### config.mk
export PLATFORM = sky130hd
export DESIGN_NAME = uart_rx_ctrl_flat
export DESIGN_NICKNAME = d
export VERILOG_FILES = /design/src/rtl/uart_rx_ctrl_pkg.sv /design/src/rtl/uart_rx_ctrl_if.sv /design/src/rtl/uart_rx_ctrl_fifo.sv /design/src/rtl/uart_rx_ctrl.sv /design/src/flat_wrapper.sv
export SDC_FILE = /design/constraint.sdc
export NUM_CORES = 1
export LEC_CHECK = 0
export BUFFER_PORTS_ARGS = -buffer_cell sky130_fd_sc_hd__buf_4
export CAP_MARGIN = 20
export CORE_MARGIN = 2
export CORE_UTILIZATION = 50
export DETAILED_ROUTE_END_ITERATION = 10
export PLACE_DENSITY = 0.8
export SLEW_MARGIN = 20
export SYNTH_ARGS = -nofsm -noshare
export SYNTH_HDL_FRONTEND = slang
export SYNTH_SLANG_ARGS = --single-unit
### constraint.sdc
create_clock -name i_Clock -period 2.83 [get_ports i_Clock]
set_clock_uncertainty 0.15 [all_clocks]
set_input_delay 0.283 -clock i_Clock [delete_from_list [all_inputs] [get_ports i_Clock]]
set_output_delay 0.283 -clock i_Clock [all_outputs]
set_load 0.05 [all_outputs]
### src/rtl/uart_rx_ctrl_pkg.sv
// Shared definitions for the uart_rx controller: register map, FSM
// encoding, STATUS/CTRL bit positions and default baud settings.
package uart_ctrl_pkg;

  // Register addresses on the CPU bus
  localparam logic [1:0] ADDR_DATA   = 2'd0;
  localparam logic [1:0] ADDR_STATUS = 2'd1;
  localparam logic [1:0] ADDR_BAUD   = 2'd2;
  localparam logic [1:0] ADDR_CTRL   = 2'd3;

  // Controller sequencing states
  typedef enum logic [1:0] {
    ST_OFF  = 2'd0,
    ST_LOAD = 2'd1,
    ST_RUN  = 2'd2
  } ctrl_state_t;

  // STATUS register bit positions
  localparam int STAT_NOT_EMPTY = 0;
  localparam int STAT_FULL      = 1;
  localparam int STAT_OVERRUN   = 2;
  localparam int STAT_RUNNING   = 3;
  localparam int STAT_COUNT_LSB = 8;

  // CTRL register bit positions
  localparam int CTRL_EN     = 0;
  localparam int CTRL_IRQ_EN = 1;
  localparam int CTRL_FLUSH  = 2;

  // Baud divisor defaults (50 MHz / 115200 at reset)
  localparam int unsigned BAUD_RESET_DEF = 434;
  localparam int unsigned BAUD_MIN_DEF   = 4;

endpackage

### src/rtl/uart_rx_ctrl_if.sv
// CPU-side register bus of the uart_rx controller.
interface uart_rx_ctrl_if;
  logic        sel;
  logic        wr;
  logic        rd;
  logic [1:0]  addr;
  logic [31:0] wdata;
  logic [31:0] rdata;

  modport master (output sel, wr, rd, addr, wdata, input rdata);
  modport slave  (input sel, wr, rd, addr, wdata, output rdata);
endinterface

### src/rtl/uart_rx_ctrl_fifo.sv
// Receive byte FIFO. Pop-then-push ordering lets a full FIFO accept a
// push in the same cycle as a pop; flush wins over both.
// DEPTH must be a power of two, at least 2, so pointers wrap naturally.
module uart_rx_fifo #(
  parameter int DEPTH = 8
) (
  input  logic                       i_Clock,
  input  logic                       rst,
  input  logic                       i_push,
  input  logic [7:0]                 i_data,
  input  logic                       i_pop,
  input  logic                       i_flush,
  output logic [7:0]                 o_head,
  output logic                       o_full,
  output logic                       o_empty,
  output logic [$clog2(DEPTH):0]     o_count,
  output logic                       o_drop
);

  localparam int AW = $clog2(DEPTH);

  logic [7:0]    r_mem [DEPTH];
  logic [AW-1:0] r_wr_ptr;
  logic [AW-1:0] r_rd_ptr;
  logic [AW:0]   r_count;

  logic w_full;
  logic w_empty;
  logic w_pop;
  logic w_push;

  assign w_empty = (r_count == '0);
  assign w_full  = (r_count == (AW+1)'(DEPTH));
  assign w_pop   = i_pop & ~w_empty & ~i_flush;
  assign w_push  = i_push & ~i_flush & (~w_full | w_pop);

  assign o_head  = r_mem[r_rd_ptr];
  assign o_full  = w_full;
  assign o_empty = w_empty;
  assign o_count = r_count;
  assign o_drop  = i_push & ~i_flush & w_full & ~w_pop;

  // Storage write; contents are qualified by count, so no reset.
  // NOTE: the memory array is left unreset on purpose -- a reset would turn
  // it into flops with a wide reset tree; empty/count already mask stale data.
  always_ff @(posedge i_Clock) begin
    if (w_push) r_mem[r_wr_ptr] <= i_data;
  end

  // Pointer and occupancy tracking.
  // NOTE: sequential state uses non-blocking (<=) so every register samples
  // pre-edge values; blocking here would create order-dependent races.
  always_ff @(posedge i_Clock) begin
    if (rst || i_flush) begin
      r_wr_ptr <= '0;
      r_rd_ptr <= '0;
      r_count  <= '0;
    end else begin
      if (w_push) r_wr_ptr <= r_wr_ptr + 1'b1;
      if (w_pop)  r_rd_ptr <= r_rd_ptr + 1'b1;
      case ({w_push, w_pop})
        2'b10:   r_count <= r_count + 1'b1;
        2'b01:   r_count <= r_count - 1'b1;
        default: r_count <= r_count;
      endcase
    end
  end

endmodule

### src/rtl/uart_rx_ctrl.sv
// uart_rx controller: owns the baud divisor and its load pulse, buffers
// received bytes and exposes DATA/STATUS/BAUD/CTRL registers to the CPU.
module uart_rx_ctrl
  import uart_ctrl_pkg::*;
#(
  parameter int          FIFO_DEPTH = 8,
  parameter int unsigned BAUD_RESET = BAUD_RESET_DEF,
  parameter int unsigned BAUD_MIN   = BAUD_MIN_DEF
) (
  input  logic               i_Clock,
  input  logic               rst,
  uart_rx_ctrl_if.slave      bus,
  input  logic               rx_dv,
  input  logic [7:0]         rx_byte,
  output logic [31:0]        clks_per_bit,
  output logic               ld_clks_per_bit,
  output logic               irq
);

  localparam int CW = $clog2(FIFO_DEPTH) + 1;

  ctrl_state_t r_state;
  logic        r_ld;
  logic [31:0] r_baud;
  logic        r_en;
  logic        r_irq_en;
  logic        r_ovr;
  logic        r_irq;
  logic [31:0] r_rdata;

  logic          w_wr;
  logic          w_rd;
  logic          w_wr_ctrl;
  logic          w_wr_status;
  logic          w_wr_baud_ok;
  logic          w_flush;
  logic          w_push;
  logic          w_pop;
  logic [7:0]    w_head;
  logic          w_full;
  logic          w_empty;
  logic [CW-1:0] w_count;
  logic          w_drop;
  logic [31:0]   w_status;

  assign w_wr         = bus.sel & bus.wr;
  assign w_rd         = bus.sel & bus.rd;
  assign w_wr_ctrl    = w_wr & (bus.addr == ADDR_CTRL);
  assign w_wr_status  = w_wr & (bus.addr == ADDR_STATUS);
  assign w_wr_baud_ok = w_wr & (bus.addr == ADDR_BAUD) & (bus.wdata >= 32'(BAUD_MIN));
  assign w_flush      = w_wr_ctrl & bus.wdata[CTRL_FLUSH];
  assign w_push       = rx_dv & (r_state != ST_OFF);
  assign w_pop        = w_rd & (bus.addr == ADDR_DATA);

  uart_rx_fifo #(.DEPTH(FIFO_DEPTH)) u_fifo (
    .i_Clock (i_Clock),
    .rst     (rst),
    .i_push  (w_push),
    .i_data  (rx_byte),
    .i_pop   (w_pop),
    .i_flush (w_flush),
    .o_head  (w_head),
    .o_full  (w_full),
    .o_empty (w_empty),
    .o_count (w_count),
    .o_drop  (w_drop)
  );

  // STATUS word assembled from live flags.
  // NOTE: default every always_comb output first; a path that skips an
  // assignment would otherwise infer a latch.
  always_comb begin
    w_status                         = '0;
    w_status[STAT_COUNT_LSB +: CW]   = w_count;
    w_status[STAT_RUNNING]           = (r_state != ST_OFF);
    w_status[STAT_OVERRUN]           = r_ovr;
    w_status[STAT_FULL]              = w_full;
    w_status[STAT_NOT_EMPTY]         = ~w_empty;
  end

  // Sequencer: divisor register, OFF/LOAD/RUN and the registered load pulse.
  always_ff @(posedge i_Clock) begin
    if (rst) begin
      r_state <= ST_OFF;
      r_ld    <= 1'b0;
      r_baud  <= 32'(BAUD_RESET);
    end else begin
      r_ld <= 1'b0;
      if (w_wr_baud_ok) r_baud <= bus.wdata;
      case (r_state)
        ST_OFF: begin
          if (w_wr_ctrl && bus.wdata[CTRL_EN]) begin
            r_state <= ST_LOAD;
            r_ld    <= 1'b1;
          end
        end
        ST_LOAD: r_state <= ST_RUN;
        ST_RUN: begin
          if (w_wr_ctrl && !bus.wdata[CTRL_EN]) begin
            r_state <= ST_OFF;
          end else if (w_wr_baud_ok) begin
            r_state <= ST_LOAD;
            r_ld    <= 1'b1;
          end
        end
        default: r_state <= ST_OFF;
      endcase
    end
  end

  // Control bits, sticky overrun (a new overrun beats a clear) and irq.
  always_ff @(posedge i_Clock) begin
    if (rst) begin
      r_en     <= 1'b0;
      r_irq_en <= 1'b0;
      r_ovr    <= 1'b0;
      r_irq    <= 1'b0;
    end else begin
      if (w_wr_ctrl) begin
        r_en     <= bus.wdata[CTRL_EN];
        r_irq_en <= bus.wdata[CTRL_IRQ_EN];
      end
      if (w_drop)
        r_ovr <= 1'b1;
      else if (w_wr_status && bus.wdata[STAT_OVERRUN])
        r_ovr <= 1'b0;
      r_irq <= r_irq_en & (~w_empty | r_ovr);
    end
  end

  // Registered read data; reflects pre-write state and holds when idle.
  always_ff @(posedge i_Clock) begin
    if (rst) begin
      r_rdata <= '0;
    end else if (w_rd) begin
      case (bus.addr)
        ADDR_DATA:   r_rdata <= w_empty ? 32'd0 : {24'd0, w_head};
        ADDR_STATUS: r_rdata <= w_status;
        ADDR_BAUD:   r_rdata <= r_baud;
        ADDR_CTRL:   r_rdata <= {30'd0, r_irq_en, r_en};
        default:     r_rdata <= '0;
      endcase
    end
  end

  assign bus.rdata       = r_rdata;
  assign clks_per_bit    = r_baud;
  assign ld_clks_per_bit = r_ld;
  assign irq             = r_irq;

endmodule

### src/flat_wrapper.sv
// flat-port wrapper written by rule: the top's interface ports become plain ports
module uart_rx_ctrl_flat import uart_ctrl_pkg::*;
#(
  parameter int          FIFO_DEPTH = 8,
  parameter int unsigned BAUD_RESET = BAUD_RESET_DEF,
  parameter int unsigned BAUD_MIN   = BAUD_MIN_DEF
)
  (i_Clock, rst, rx_dv, rx_byte, clks_per_bit, ld_clks_per_bit, irq, bus_sel, bus_wr, bus_rd, bus_addr, bus_wdata, bus_rdata);
  uart_rx_ctrl_if bus_i ();
  input  logic i_Clock;
  input  logic rst;
  input  logic rx_dv;
  input  logic [7:0] rx_byte;
  output logic [31:0] clks_per_bit;
  output logic ld_clks_per_bit;
  output logic irq;
  input wire logic [$bits(bus_i.sel)-1:0] bus_sel;
  input wire logic [$bits(bus_i.wr)-1:0] bus_wr;
  input wire logic [$bits(bus_i.rd)-1:0] bus_rd;
  input wire logic [$bits(bus_i.addr)-1:0] bus_addr;
  input wire logic [$bits(bus_i.wdata)-1:0] bus_wdata;
  output wire logic [$bits(bus_i.rdata)-1:0] bus_rdata;
  assign bus_i.sel = bus_sel;
  assign bus_i.wr = bus_wr;
  assign bus_i.rd = bus_rd;
  assign bus_i.addr = bus_addr;
  assign bus_i.wdata = bus_wdata;
  assign bus_rdata = bus_i.rdata;
  uart_rx_ctrl #(.FIFO_DEPTH(FIFO_DEPTH), .BAUD_RESET(BAUD_RESET), .BAUD_MIN(BAUD_MIN)) u_core (.i_Clock(i_Clock), .rst(rst), .bus(bus_i), .rx_dv(rx_dv), .rx_byte(rx_byte), .clks_per_bit(clks_per_bit), .ld_clks_per_bit(ld_clks_per_bit), .irq(irq));
endmodule
; ---- After elaboration in Yosys (flattened, before gate mapping)
; Memories as Yosys holds them, arrays and structs flattened. A register that Yosys moved wholly into a read port is not among the register bits.
; Cells that the tools add are included.
[word_totals]
register_bits = 81
ram_bits = 64
in_bits = 48
wordCells = 78
mem_count = 1
[op_classes]
add_sub_neg = 4
order_cmp = 1
eq_ne = 10
n_mux = 17
bitwise = 22
reduce_logical = 12
[memory_table]
columns = memory, words, word_bits, read_ports, rd_ports_with_merged_regs, write_ports, line
row1 = u_core.u_fifo.r_mem, 8, 8, 1, 1, 1, uart_rx_ctrl_fifo.sv:22  ; logic [7:0] r_mem [DEPTH];
[ops]
columns = cell, count
row1 = 32-bit case mux with 4 select lines, 1
row2 = "32-bit by 3-bit >= comparator with 1-bit output, second input constant", 1
row3 = 1-bit bitwise AND, 16
row4 = "2-bit == test, second input constant", 4
row5 = 8-bit two-way mux, 1
row6 = 4-bit case mux with 2 select lines, 1
row7 = 1-bit two-way mux, 7
row8 = "3-bit by 1-bit adder with 3-bit output, second input constant", 2
row9 = "2-bit by 1-bit == test with 1-bit output, second input constant", 3
row10 = 2-bit two-way mux, 3
row11 = 3-bit two-way mux, 2
row12 = 2-bit case mux with 3 select lines, 1
row13 = 2-bit nonzero test, 3
row14 = "4-bit by 1-bit adder with 4-bit output, second input constant", 1
row15 = "4-bit == test, second input constant", 1
row16 = 2-bit logical NOT, 2
row17 = 4-bit logical NOT, 1
row18 = 1-bit NOT, 4
row19 = "4-bit by 1-bit subtractor with 4-bit output, second input constant", 1
row20 = 1-bit logical AND, 3
row21 = "3-bit by 1-bit != test with 1-bit output, second input constant", 1
row22 = "2-bit by 1-bit != test with 1-bit output, second input constant", 1
row23 = 1-bit OR, 2
row24 = 1-bit case mux with 2 select lines, 1
row25 = other kinds (3), 3

; ---- Depth between registers and ports, before layout
; Gate-level depths: netlist (run 1).
[logic_depth]
word_depth = 9
depth_mapped = 11
depth_no_buf = 10

; ---- By module
; Synthesis (run 1) repeated with hierarchy kept, for this count alone.
[unflattened]
hier_cells = 495
area_unflattened_um2 = 6124.6
[by_module_without_submodules]
columns = module, n_inst, cells_per_inst, area_per_inst_um2, seq_area_each_um2
row1 = uart_rx_fifo, 1, 179, 3219.3, 2182.1
row2 = uart_rx_ctrl, 1, 316, 2905.3, 1421.4

; ---- Worst setup path before layout (run 1)
; Ideal clock, no wire load.
[synth_timing]
path_kind = register to register
from = reg u_core.u_fifo.r_count[1] (netlist: u_core.u_fifo.o_count[1])
to = reg u_core.u_fifo.r_count[3] (netlist: u_core.u_fifo.o_count[3])
setup_time_ns = 0.121
t_arrival_ns = 2.534
required_time_ns = 2.559
slack_ns = 0.026
path_stages_with_launch = 11
path_buffers = 1
period_less_slack_ns = 2.804
cell_sequence = dfxtp_1 -> or4_1 -> buf_2 -> nand3_1 -> inv_1 -> ha_1 -> ha_1 -> a21o_1 -> a21oi_1 -> mux2i_1 -> mux2_2
[synth_via]
elab_chain_len = 8
[synth_rtl]
columns = item, line
row1 = "start, declared", uart_rx_ctrl_fifo.sv:25  ; logic [AW:0] r_count;
row2 = "start signal, assigned", uart_rx_ctrl_fifo.sv:62  ; 2'b10: r_count <= r_count + 1'b1;
row3 = "start signal, assigned", uart_rx_ctrl_fifo.sv:63  ; 2'b01: r_count <= r_count - 1'b1;
row4 = "start signal, assigned", uart_rx_ctrl_fifo.sv:64  ; default: r_count <= r_count;
row5 = 4-bit logical NOT (*), uart_rx_ctrl_fifo.sv:32  ; assign w_empty = (r_count == '0);
row6 = 1-bit NOT (*), uart_rx_ctrl_fifo.sv:34  ; assign w_pop = i_pop & ~w_empty & ~i_flush;
row7 = 1-bit bitwise AND (*) (2 in a row), uart_rx_ctrl_fifo.sv:34
row8 = net u_core.u_fifo.w_pop, uart_rx_ctrl_fifo.sv:29  ; logic w_pop;
row9 = 1-bit OR, uart_rx_ctrl_fifo.sv:35  ; assign w_push = i_push & ~i_flush & (~w_full | w_pop);
row10 = 1-bit bitwise AND, uart_rx_ctrl_fifo.sv:35
row11 = 2-bit by 1-bit == test with 1-bit output or 2-bit == test (tied branches), uart_rx_ctrl_fifo.sv:61  ; case ({w_push, w_pop})
row12 = 4-bit case mux with 2 select lines or 2-bit nonzero test (tied branches), n/a
; Mark *: on every way through the listed nets, which the timed path passes. The rest lies on a longest branch.
; A chain may end at the register's enable or synchronous reset.

; ---- Worst setup path after layout (run 1)
; Ends and elaborated chain as after synthesis.

==> results of run 1 <==
[critical path: stages, from the launching register on]
cell,delay [ns]
dfxtp_1,0.37
or4_4,0.55
nand3_2,0.10
inv_1,0.04
ha_1,0.21
ha_1,0.28
a21o_1,0.19
a21oi_1,0.17
mux2i_1,0.21
mux2_2,0.35
[cell type report]
type,instances,area share (%)
flip-flops and latches,148,45.7
multi-input cells,297,28.6
inverters,7,0.333
well taps,147,2.33
repair buffers,155,15.4
clock inverters,13,2.17
clock buffers,19,5.49
[synthesized netlist by cell type (7+ instances only)]
cell type,instances,area (sq um)
mux4_2,16,360
nor4_1,8,50.1
a22oi_1,25,188
buf_2,10,50.1
a221oi_1,7,61.3
clkbuf_1,18,67.6
nand2b_1,54,338
nor2_1,64,240
dfxtp_1,84,1680
a211oi_1,7,52.6
edfxtp_1,64,1920
inv_1,7,26.3
mux2i_1,36,360
a21oi_1,11,55.1
[stage by stage]
step,hold WS (ns),setup slack (ns),util [%]
floorplan,0.232,0.0255,-
global placement,0.322,0.178,59.2
detailed placement,0.331,0.101,59.2
CTS,0.000519,0.0705,66.1
global route,0.0169,0.00150,66.3
finish,0.00765,0.102,66.3
[sequential cells by signal, summed over array words and instances (netlist names), named ones only]
name / flops
u_core.r_state: 2
u_core.u_fifo.o_count: 4
u_core.irq: 1
u_core.r_en: 1
u_core.u_fifo.r_mem: 64
u_core.u_fifo.r_wr_ptr: 3
u_core.r_ovr: 1
u_core.ld_clks_per_bit: 1
u_core.u_fifo.r_rd_ptr: 3
u_core.r_irq_en: 1
u_core.bus.rdata: 32
u_core.clks_per_bit: 32
[routing by layer]
layer  share of wire, %  wire (microns)
met1                 43            6090
met2                 49            7020
met3                6.5             933
met4                1.7             242
met5                  0               0
[repair_timing]
action	CTS	global route
endpoints found under the hold margin	79	0
gates resized for setup	0	3
hold buffers	22	0
setup endpoints to repair	0	1
[worst min-delay path by stage]
| stage | to | from |
|---|---|---|
| finish | u_core.clks_per_bit[12] | bus_wdata[12] |
| global route | u_core.clks_per_bit[12] | bus_wdata[12] |
| CTS | u_core.clks_per_bit[10] | bus_wdata[10] |
| floorplan | u_core.u_fifo.r_mem[0][0] | rx_byte[0] |
| detailed placement | u_core.r_en | u_core.r_en |
| global placement | u_core.r_en | u_core.r_en |
[power by group]
group / switching, mW / total [mW] / internal [mW]
clock network: 0.886 / 2.29 / 1.40
logic: 0.200 / 0.340 / 0.140
registers: 0.0184 / 2.27 / 2.25
[cells by family (layout without fill, tap and decap cells)]
| kind of cell | after synthesis | count (layout) | share of synthesized area [%] |
|---|---|---|---|
| muxes | 55 | 55 | 12.5 |
| and+or+nand+nor | 161 | 161 | 13.9 |
| xor gates and xnor gates | 4 | 4 | 0.580 |
| AOI/OAI and AO/OA | 71 | 71 | 8.72 |
| adders and majority gates | 6 | 6 | 1.37 |
| DFF | 148 | 148 | 59.6 |
| buffers and inverters | 43 | 194 | 3.31 |
==> impl_results.md, run 1 <==
- Sequential fraction of the synthesis area: 59.6%
- YS warnings: 0
- Gr busiest metal: met2
- Total congestion overflow: 0
- Die Width: 114 microns
- Core Box Area: 11900 sq um
- Drt pass-1 iters: 5
- Commonest non-fill, non-tap cell in the layout: buf_4
- Initial Util: 50.7%
- Register area: 3600 sq um
- Clock transition at path regs: 0.07 ns
- Crit. Startpoint: u_core.u_fifo.o_count[1]
- Initial antenna violation count: 0
- Antenna Diode Count: 0
- CP Capture Type: register
- Tmin final: 2.73 ns
- Multi-input gate area: 2260 sq um
- Cell Area, Synth: 6040 sq um
- RSZ-0062 raised after global routing: false
- DR vias: 4400
- CTS tree: built
- Clock buffer depth: 2
- Main synth FF type: dfxtp_1
- Met2 usage: 39.1%
- Yosys reg bits: 148
- Layout area overhead: 30.6%
- Vias per cell: 5.60
- Max-Cap Viols: 0
- Setup crit end: u_core.u_fifo.o_count[3]
- First-pass GRT wire length: 22500 microns
- Placed insts: 732
- Post-synthesis cell count: 488
- Syn Nets: 542
- Fin area: 7890 sq um
- Worst-path fanout max: 6
- Ys async rst share: 0%
- Total negative slack: 0 ns
- # clock sinks: 148
- Filler Cells Inserted: 841
- Post-synth EDFFs: 64
- Row Count: 40
- Non-Filler Instances: 786
- Number of global-route vias before repair: 4295
- Num CTS Buffers: 17
- Critical path class: reg -> reg
- Critical Path RT: 2.99 ns
- Most frequent cells in the layout: buf_4 (133), dfxtp_1 (84), nor2_1 (64), edfxtp_1 (64), nand2b_1 (54)
- Placed Area: 7050 sq um
- Unique masters post-synth: 46
- Final period utilization: 96.4%
- Met3 global-route usage: 5.05%
- DRT iter0 DRCs: 428
- Die area: 13000 sq um
- # Post-CTS Setup Buffers: 0
- Mean area per synthesized cell: 12.4 sq um
- LEAKAGE: 2.97 nW
- Max H-tree Level: 4
- Final Hold Viols: 0
- Clk_lat worst skew: 0.42 ns
- Largest net degree at the start of global routing: 56
- Data arrival, critical path: 2.89 ns
- Min-Delay Path Class: in -> reg
- Met1 Use GR: 27.7%
- Layout net count: 680
- R2r setup slk: 0.10 ns
- Root Driver: clkbuf_16
- Routed WL: 14300 microns
- Routability cong.: 0.925
- DIE HEIGHT: 114 microns
- DRC viols: 0
- Antenna viol nets, final: 0
- Setup violators final: 0
- Slew Viols, Final: 0
- Hold depth: 3
- Ports: 114
- GRT Total Usage: 22.6%
- Port bufs: 113
- FF-to-FF path depth: 9
- Power, Total: 4.89 mW
- Least-Margin Pin Slew: 1.11 ns
- R2R Path Start: u_core.u_fifo.o_count[1]
- DP Wirelength: 9510 microns
- Worst slew margin: 26.2%
- Reg2reg end: u_core.u_fifo.o_count[3]
- Status: finished, final reports clean
- FMAX: 0.367 GHz
- Max IR drop VDD: 0.000476 V
- Pwr dens: 620 nW/um^2
- CP Launch Type: register
- Layout cells sized above 1: 29.7%
- Routed length per instance: 18.2 microns
No activity file was read; power rests on OpenSTA's default activity.
==> run 2, diff against run 1 <==
CTS_CLUSTER_SIZE = 30   (was unset)
GPL_ROUTABILITY_DRIVEN = 0   (was unset)
PLACE_DENSITY = unset   (was 0.8)
PLACE_DENSITY_LB_ADDON = 0.15   (was unset)
==> run 2 against run 1 <==
Effect of this change:
- global-route usage increased by 0.56 points
- die area is the same
- final area up 2.3%
- register-to-register slack hardly changed
- critical path depth unchanged
- largest power group unchanged
==> impl_results.md, run 2 (same netlist as run 1, synthesis figures left out) <==
- Status: finished, final reports clean (unchanged)
- FMAX: 0.368 GHz (was 0.367 GHz)
- GRT Total Usage: 23.2% (was 22.6%)
- Root Driver: clkbuf_16 (unchanged)
- Routed length per instance: 18.0 microns (was 18.2 microns)
- Die Width: 114 microns (unchanged)
- Worst-path fanout max: 5 (was 6)
- Pre-CTS setup slack: 0.0405 ns (was 0.101 ns)
- Commonest non-fill, non-tap cell in the layout: buf_4 (unchanged)
- DRT iter0 DRCs: 244 (was 428)
- Ports: 114 (unchanged)
- # Post-CTS Setup Buffers: 0 (unchanged)
- Layout area overhead: 33.6% (was 30.6%)
- DRC viols: 0 (unchanged)
- Layout cells sized above 1: 29.7% (about the same)
- Fin area: 8070 sq um (was 7890 sq um)
- # clock sinks: 148 (unchanged)
- Clock transition at path regs: 0.06 ns (was 0.07 ns)
- Pwr dens: 615 nW/um^2 (was 620 nW/um^2)
- Most frequent cells in the layout: buf_4 (134), dfxtp_1 (83), nor2_1 (64), edfxtp_1 (64), nand2b_1 (54) (was buf_4 (133), dfxtp_1 (84), nor2_1 (64), edfxtp_1 (64), nand2b_1 (54))
- RSZ-0062 raised after global routing: false (unchanged)
- Max-Cap Viols: 0 (unchanged)
- Slew Viols, Final: 0 (unchanged)
- Row Count: 40 (unchanged)
- Critical Path RT: 2.99 ns (about the same)
- CP Launch Type: register (unchanged)
- Max H-tree Level: 4 (unchanged)
- LEAKAGE: 3.06 nW (was 2.97 nW)
- Min-Delay Path Class: in -> reg (unchanged)
- Clk_lat worst skew: 0.42 ns (about the same)
- Worst slew margin: 43.7% (was 26.2%)
- CP Capture Type: register (unchanged)
- Initial Util: 50.7% (unchanged)
- Total negative slack: 0 ns (unchanged)
- Final Hold Viols: 0 (unchanged)
- Num CTS Buffers: 17 (unchanged)
- Initial antenna violation count: 0 (unchanged)
- Port bufs: 113 (unchanged)
- Antenna viol nets, final: 0 (unchanged)
- Data arrival, critical path: 2.88 ns (was 2.89 ns)
- Clock buffer depth: 2 (unchanged)
- DIE HEIGHT: 114 microns (unchanged)
- Worst setup margin: 0.110 ns (was 0.102 ns)
- DR vias: 4367 (was 4400)
- Total congestion overflow: 0 (unchanged)
- Core Box Area: 11900 sq um (unchanged)
- Max reg flops: 64 (unchanged)
- Final period utilization: 96.1% (was 96.4%)
- Drt pass-1 iters: 5 (unchanged)
- Setup violators final: 0 (unchanged)
- Vias per cell: 5.45 (was 5.60)
- Antenna Diode Count: 0 (unchanged)
- DP Wirelength: 9650 microns (was 9510 microns)
- Critical path class: reg -> reg (unchanged)
- Routed WL: 14400 microns (was 14300 microns)
- Least-Margin Pin Slew: 0.844 ns (was 1.11 ns)
- Layout net count: 695 (was 680)
- Tmin final: 2.72 ns (was 2.73 ns)
- Die area: 13000 sq um (unchanged)
- Biggest register: u_core.u_fifo.r_mem (unchanged)
- Power, Total: 4.96 mW (was 4.89 mW)
- CTS tree: built (unchanged)
- Max IR drop VDD: 0.000478 V (was 0.000476 V)
- First-pass GRT wire length: 22600 microns (was 22500 microns)
- Placed Area: 7060 sq um (was 7050 sq um)
- Number of global-route vias before repair: 4318 (was 4295)
- Largest net degree at the start of global routing: 64 (was 56)
==> run 2: cell count changes in the layout (fill, tap and decap cells not counted), moves of 2 or more <==
| cell | before | now |
|---|---|---|
| dlygate4sd3_1 | 22 | 35 |
| inv_6 | 5 | 0 |
| clkbuf_8 | 0 | 2 |
| clkinv_2 | 0 | 4 |
==> run 2: routing by layer <==
| layer | wire length [microns] | GRT usage (%) | part of all wire (%) | vias to the layer above |
|---|---|---|---|---|
| li1 | - | - | - | 2102 |
| met1 | 6270 | 28.8 | 43 | 2116 |
| met2 | 7140 | 39.0 | 50 | 131 |
| met3 | 819 | 6.80 | 5.7 | 18 |
| met4 | 193 | 7.64 | 1.3 | 0 |
| met5 | 0 | 0 | 0 | - |
==> run 2: repair_timing <==
| item | in CTS | in global routing |
|---|---|---|
| endpoints found under the setup margin | 1 | 1 |
| hold buffers | 35 | 0 |
| resized for setup | 1 | 4 |
| hold endpoints to repair | 93 | 0 |
==> run 2: report_power, final <==
group | switching, mW | total, mW | internal, mW
Combinational | 0.204 | 0.357 | 0.153
Clock | 0.822 | 2.34 | 1.52
Sequential | 0.0179 | 2.27 | 2.25
Total | 1.04 | 4.96 | 3.92
==> run 2: final timing paths <==
| kind | slack (ns) | endpoint | start | cells after the start |
|---|---|---|---|---|
| worst min-delay path | 0.02 | u_core.clks_per_bit[27] | bus_wdata[27] | 3 |
| worst min register to register | 0.34 | u_core.irq | u_core.r_irq_en | 1 |
| worst max-delay path | 0.11 | u_core.u_fifo.o_count[3] | u_core.u_fifo.o_count[3] | 9 |
| worst max register to register | 0.11 | u_core.u_fifo.o_count[3] | u_core.u_fifo.o_count[3] | 9 |
==> run 2: through the flow <==
stage	instances	hold slack [ns]	util (%)
floorplan	488	0.232	-
global placement	733	0.321	59.3
detailed placement	733	0.331	59.3
CTS	800	0.00133	67.5
global route	801	0.0311	67.8
finish	801	0.0169	67.8
==> run 2: layout make-up <==
| cell class | count | area, sq um |
|---|---|---|
| fillers | 858 | 3840 |
| well taps | 147 | 184 |
| clock inverters | 10 | 158 |
| clock buffers | 22 | 464 |
| multi-input cells | 297 | 2260 |
| repair buffers | 170 | 1380 |
| flip-flops and latches | 148 | 3600 |
| inverters | 7 | 26.3 |
==> run 2: worst max-delay path: stages (launching register included) <==
cell,delay (ns)
dfxtp_1,0.35
or4_1,0.57
nand3_2,0.11
inv_1,0.05
ha_2,0.20
ha_1,0.27
a21o_1,0.19
a21oi_2,0.16
mux2i_1,0.22
mux2_2,0.34
==> run 3, diff against run 2 <==
BUFFER_PORTS_ARGS = unset   (was -buffer_cell sky130_fd_sc_hd__buf_4)
CORE_UTILIZATION = 40   (was 50)
DONT_BUFFER_PORTS = 1   (was unset)
==> run 3 against run 2 <==
Effect of this change:
- combinational power down 45%
- worst hold slack better by 0.027 ns
- die area up 24%
- critical endpoint unchanged
- largest cell class unchanged
- highest routed layer unchanged
==> impl_results.md, run 3 (same netlist as run 1, synthesis figures left out) <==
- Status: finished, final reports clean (unchanged)
- Clock transition at path regs: 0.06 ns (about the same)
- CTS tree: built (unchanged)
- DRT iter0 DRCs: 182 (was 244)
- Initial antenna violation count: 0 (unchanged)
- Row Count: 44 (was 40)
- Worst slew margin: 42.7% (was 43.7%)
- DP Wirelength: 9380 microns (was 9650 microns)
- Routed length per instance: 19.9 microns (was 18.0 microns)
- Reg2reg end: u_core.u_fifo.o_count[3] (unchanged)
- Setup crit end: u_core.u_fifo.o_count[3] (unchanged)
- Total congestion overflow: 0 (unchanged)
- Psw: 1.04 mW (about the same)
- Layout net count: 587 (was 695)
- DIE HEIGHT: 127 microns (was 114 microns)
- Worst setup margin: 0.128 ns (was 0.110 ns)
- DR vias: 3971 (was 4367)
- Antenna viol nets, final: 0 (unchanged)
- R2r setup slk: 0.13 ns (was 0.11 ns)
- Setup violators final: 0 (unchanged)
- Tmin final: 2.70 ns (was 2.72 ns)
- Final Hold Viols: 0 (unchanged)
- Pwr dens: 652 nW/um^2 (was 615 nW/um^2)
- Total negative slack: 0 ns (unchanged)
- Filler Cells Inserted: 1315 (was 858)
- Min Hold Slack: 0.0444 ns (was 0.0169 ns)
- FF-to-FF path depth: 9 (unchanged)
- Max-Cap Viols: 0 (unchanged)
- Vias per cell: 5.44 (was 5.45)
- # clock sinks: 148 (unchanged)
- Least-Margin Pin Slew: 0.857 ns (was 0.844 ns)
- Critical path class: reg -> reg (unchanged)
- Final core utilization: 50.0% (was 67.8%)
- First-pass GRT wire length: 22700 microns (was 22600 microns)
- Comb power frac: 4.1% (was 7.2%)
- Crit. Startpoint: u_core.u_fifo.o_count[3] (unchanged)
- Routed WL: 14500 microns (was 14400 microns)
- Port bufs: 0 (was 113)
- Power, Total: 4.77 mW (was 4.96 mW)
- Drt pass-1 iters: 5 (unchanged)
- Pre-CTS setup slack: 0.0717 ns (was 0.0405 ns)
- Clock power share: 46.7% (was 47.1%)
- Clk_lat worst skew: 0.41 ns (was 0.42 ns)
- Largest net degree at the start of global routing: 103 (was 64)
- Ports: 114 (unchanged)
- Worst-path fanout max: 5 (unchanged)
- Num CTS Buffers: 17 (unchanged)
- Layout area overhead: 21.1% (was 33.6%)
- CP Launch Type: register (unchanged)
- DRC viols: 0 (unchanged)
- Antenna Diode Count: 0 (unchanged)
- Max reg flops: 64 (unchanged)
- # Post-CTS Setup Buffers: 0 (unchanged)
- Initial Util: 41.3% (was 50.7%)
- CP Capture Type: register (unchanged)
- Register area: 3610 sq um (was 3600 sq um)
- LEAKAGE: 2.49 nW (was 3.06 nW)
- Number of global-route vias before repair: 4005 (was 4318)
- Data arrival, critical path: 2.85 ns (was 2.88 ns)
- Most frequent cells in the layout: dfxtp_1 (82), nor2_1 (64), edfxtp_1 (64), nand2b_1 (54), dlygate4sd3_1 (40) (was buf_4 (134), dfxtp_1 (83), nor2_1 (64), edfxtp_1 (64), nand2b_1 (54))
- Critical Path RT: 2.98 ns (was 2.99 ns)
- Max IR drop VDD: 0.000405 V (was 0.000478 V)
- Biggest register: u_core.u_fifo.r_mem (unchanged)
- Core Box Area: 14600 sq um (was 11900 sq um)
- Commonest non-fill, non-tap cell in the layout: dfxtp_1 (was buf_4)
- Internal power: 3.73 mW (was 3.92 mW)
- Root Driver: clkbuf_16 (unchanged)
- Slew Viols, Final: 0 (unchanged)
- GRT Total Usage: 18.6% (was 23.2%)
- Layout cells sized above 1: 15.0% (was 29.7%)
- Sw Share: 21.8% (was 21.0%)
- R2R Path Start: u_core.u_fifo.o_count[3] (unchanged)
- Final period utilization: 95.5% (was 96.1%)
- FMAX: 0.370 GHz (was 0.368 GHz)
- Max H-tree Level: 4 (unchanged)
- Sequential fraction of design power: 49.1% (was 45.7%)
- Clock buffer depth: 2 (unchanged)
- Multi-input gate area: 2260 sq um (unchanged)
- Die area: 16100 sq um (was 13000 sq um)
- Min-Delay Path Class: in -> reg (unchanged)
- Die Width: 127 microns (was 114 microns)
-- run 3: how the worst min path moves through the flow --
stage / startpoint / to / slack (ns) / depth (start not counted)
floorplan: rx_byte[0] / u_core.u_fifo.r_mem[0][0] / 0.23 / 0
global placement: rst / u_core.bus.rdata[19] / 0.21 / 1
detailed placement: rst / u_core.bus.rdata[19] / 0.22 / 1
CTS: bus_addr[1] / u_core.r_state[0] / 0.04 / 2
global route: bus_addr[1] / u_core.ld_clks_per_bit / 0.06 / 2
finish: bus_addr[1] / u_core.r_state[0] / 0.04 / 2
-- run 3: critical path: stages, from the launching register on --
cell	delay, ns
dfxtp_2	0.34
or4_4	0.55
nand3_2	0.10
inv_1	0.05
ha_2	0.21
ha_1	0.28
a21o_1	0.18
a21oi_1	0.16
mux2i_1	0.22
mux2_2	0.35
-- run 3: layout make-up --
type / count / share of cell area [%]
Timing Repair Buffer: 62 / 8.17
Sequential cell: 148 / 49.3
Inverter: 7 / 0.359
Clock inverter: 6 / 0.889
Tap cell: 184 / 3.15
Clock buffer: 26 / 7.28
Multi-Input combinational cell: 297 / 30.9
-- run 3: stage by stage --
| step | cell area (sq um) | instances |
|---|---|---|
| floorplan | 6040 | 488 |
| global placement | 6250 | 656 |
| detailed placement | 6250 | 656 |
| CTS | 7280 | 729 |
| global route | 7320 | 730 |
| finish | 7320 | 730 |
-- run 3: what timing repair did --
item	4_1_cts	5_1_grt
endpoints found under the setup margin	0	1
hold buffers	41	0
endpoints found under the hold margin	135	0
resized for setup	0	6
-- run 3: power by group through the flow --
| stage | Sequential (mW) | Clock, mW | Combinational [mW] |
|---|---|---|---|
| after floorplan | 2.38 | 0 | 0.110 |
| after global placement | 2.39 | 0 | 0.114 |
| after detailed placement | 2.39 | 0 | 0.115 |
| after CTS | 2.34 | 2.27 | 0.198 |
| after global routing | 2.35 | 2.35 | 0.217 |
| final | 2.34 | 2.23 | 0.197 |
-- run 3: per-layer routing --
layer | share of wire [%] | GRT usage (%) | up-vias
li1 | - | - | 1888
met4 | 1.2 | 6.27 | 0
met3 | 6.4 | 5.90 | 10
met2 | 49 | 29.9 | 106
met1 | 44 | 24.0 | 1967
met5 | 0 | 0 | -
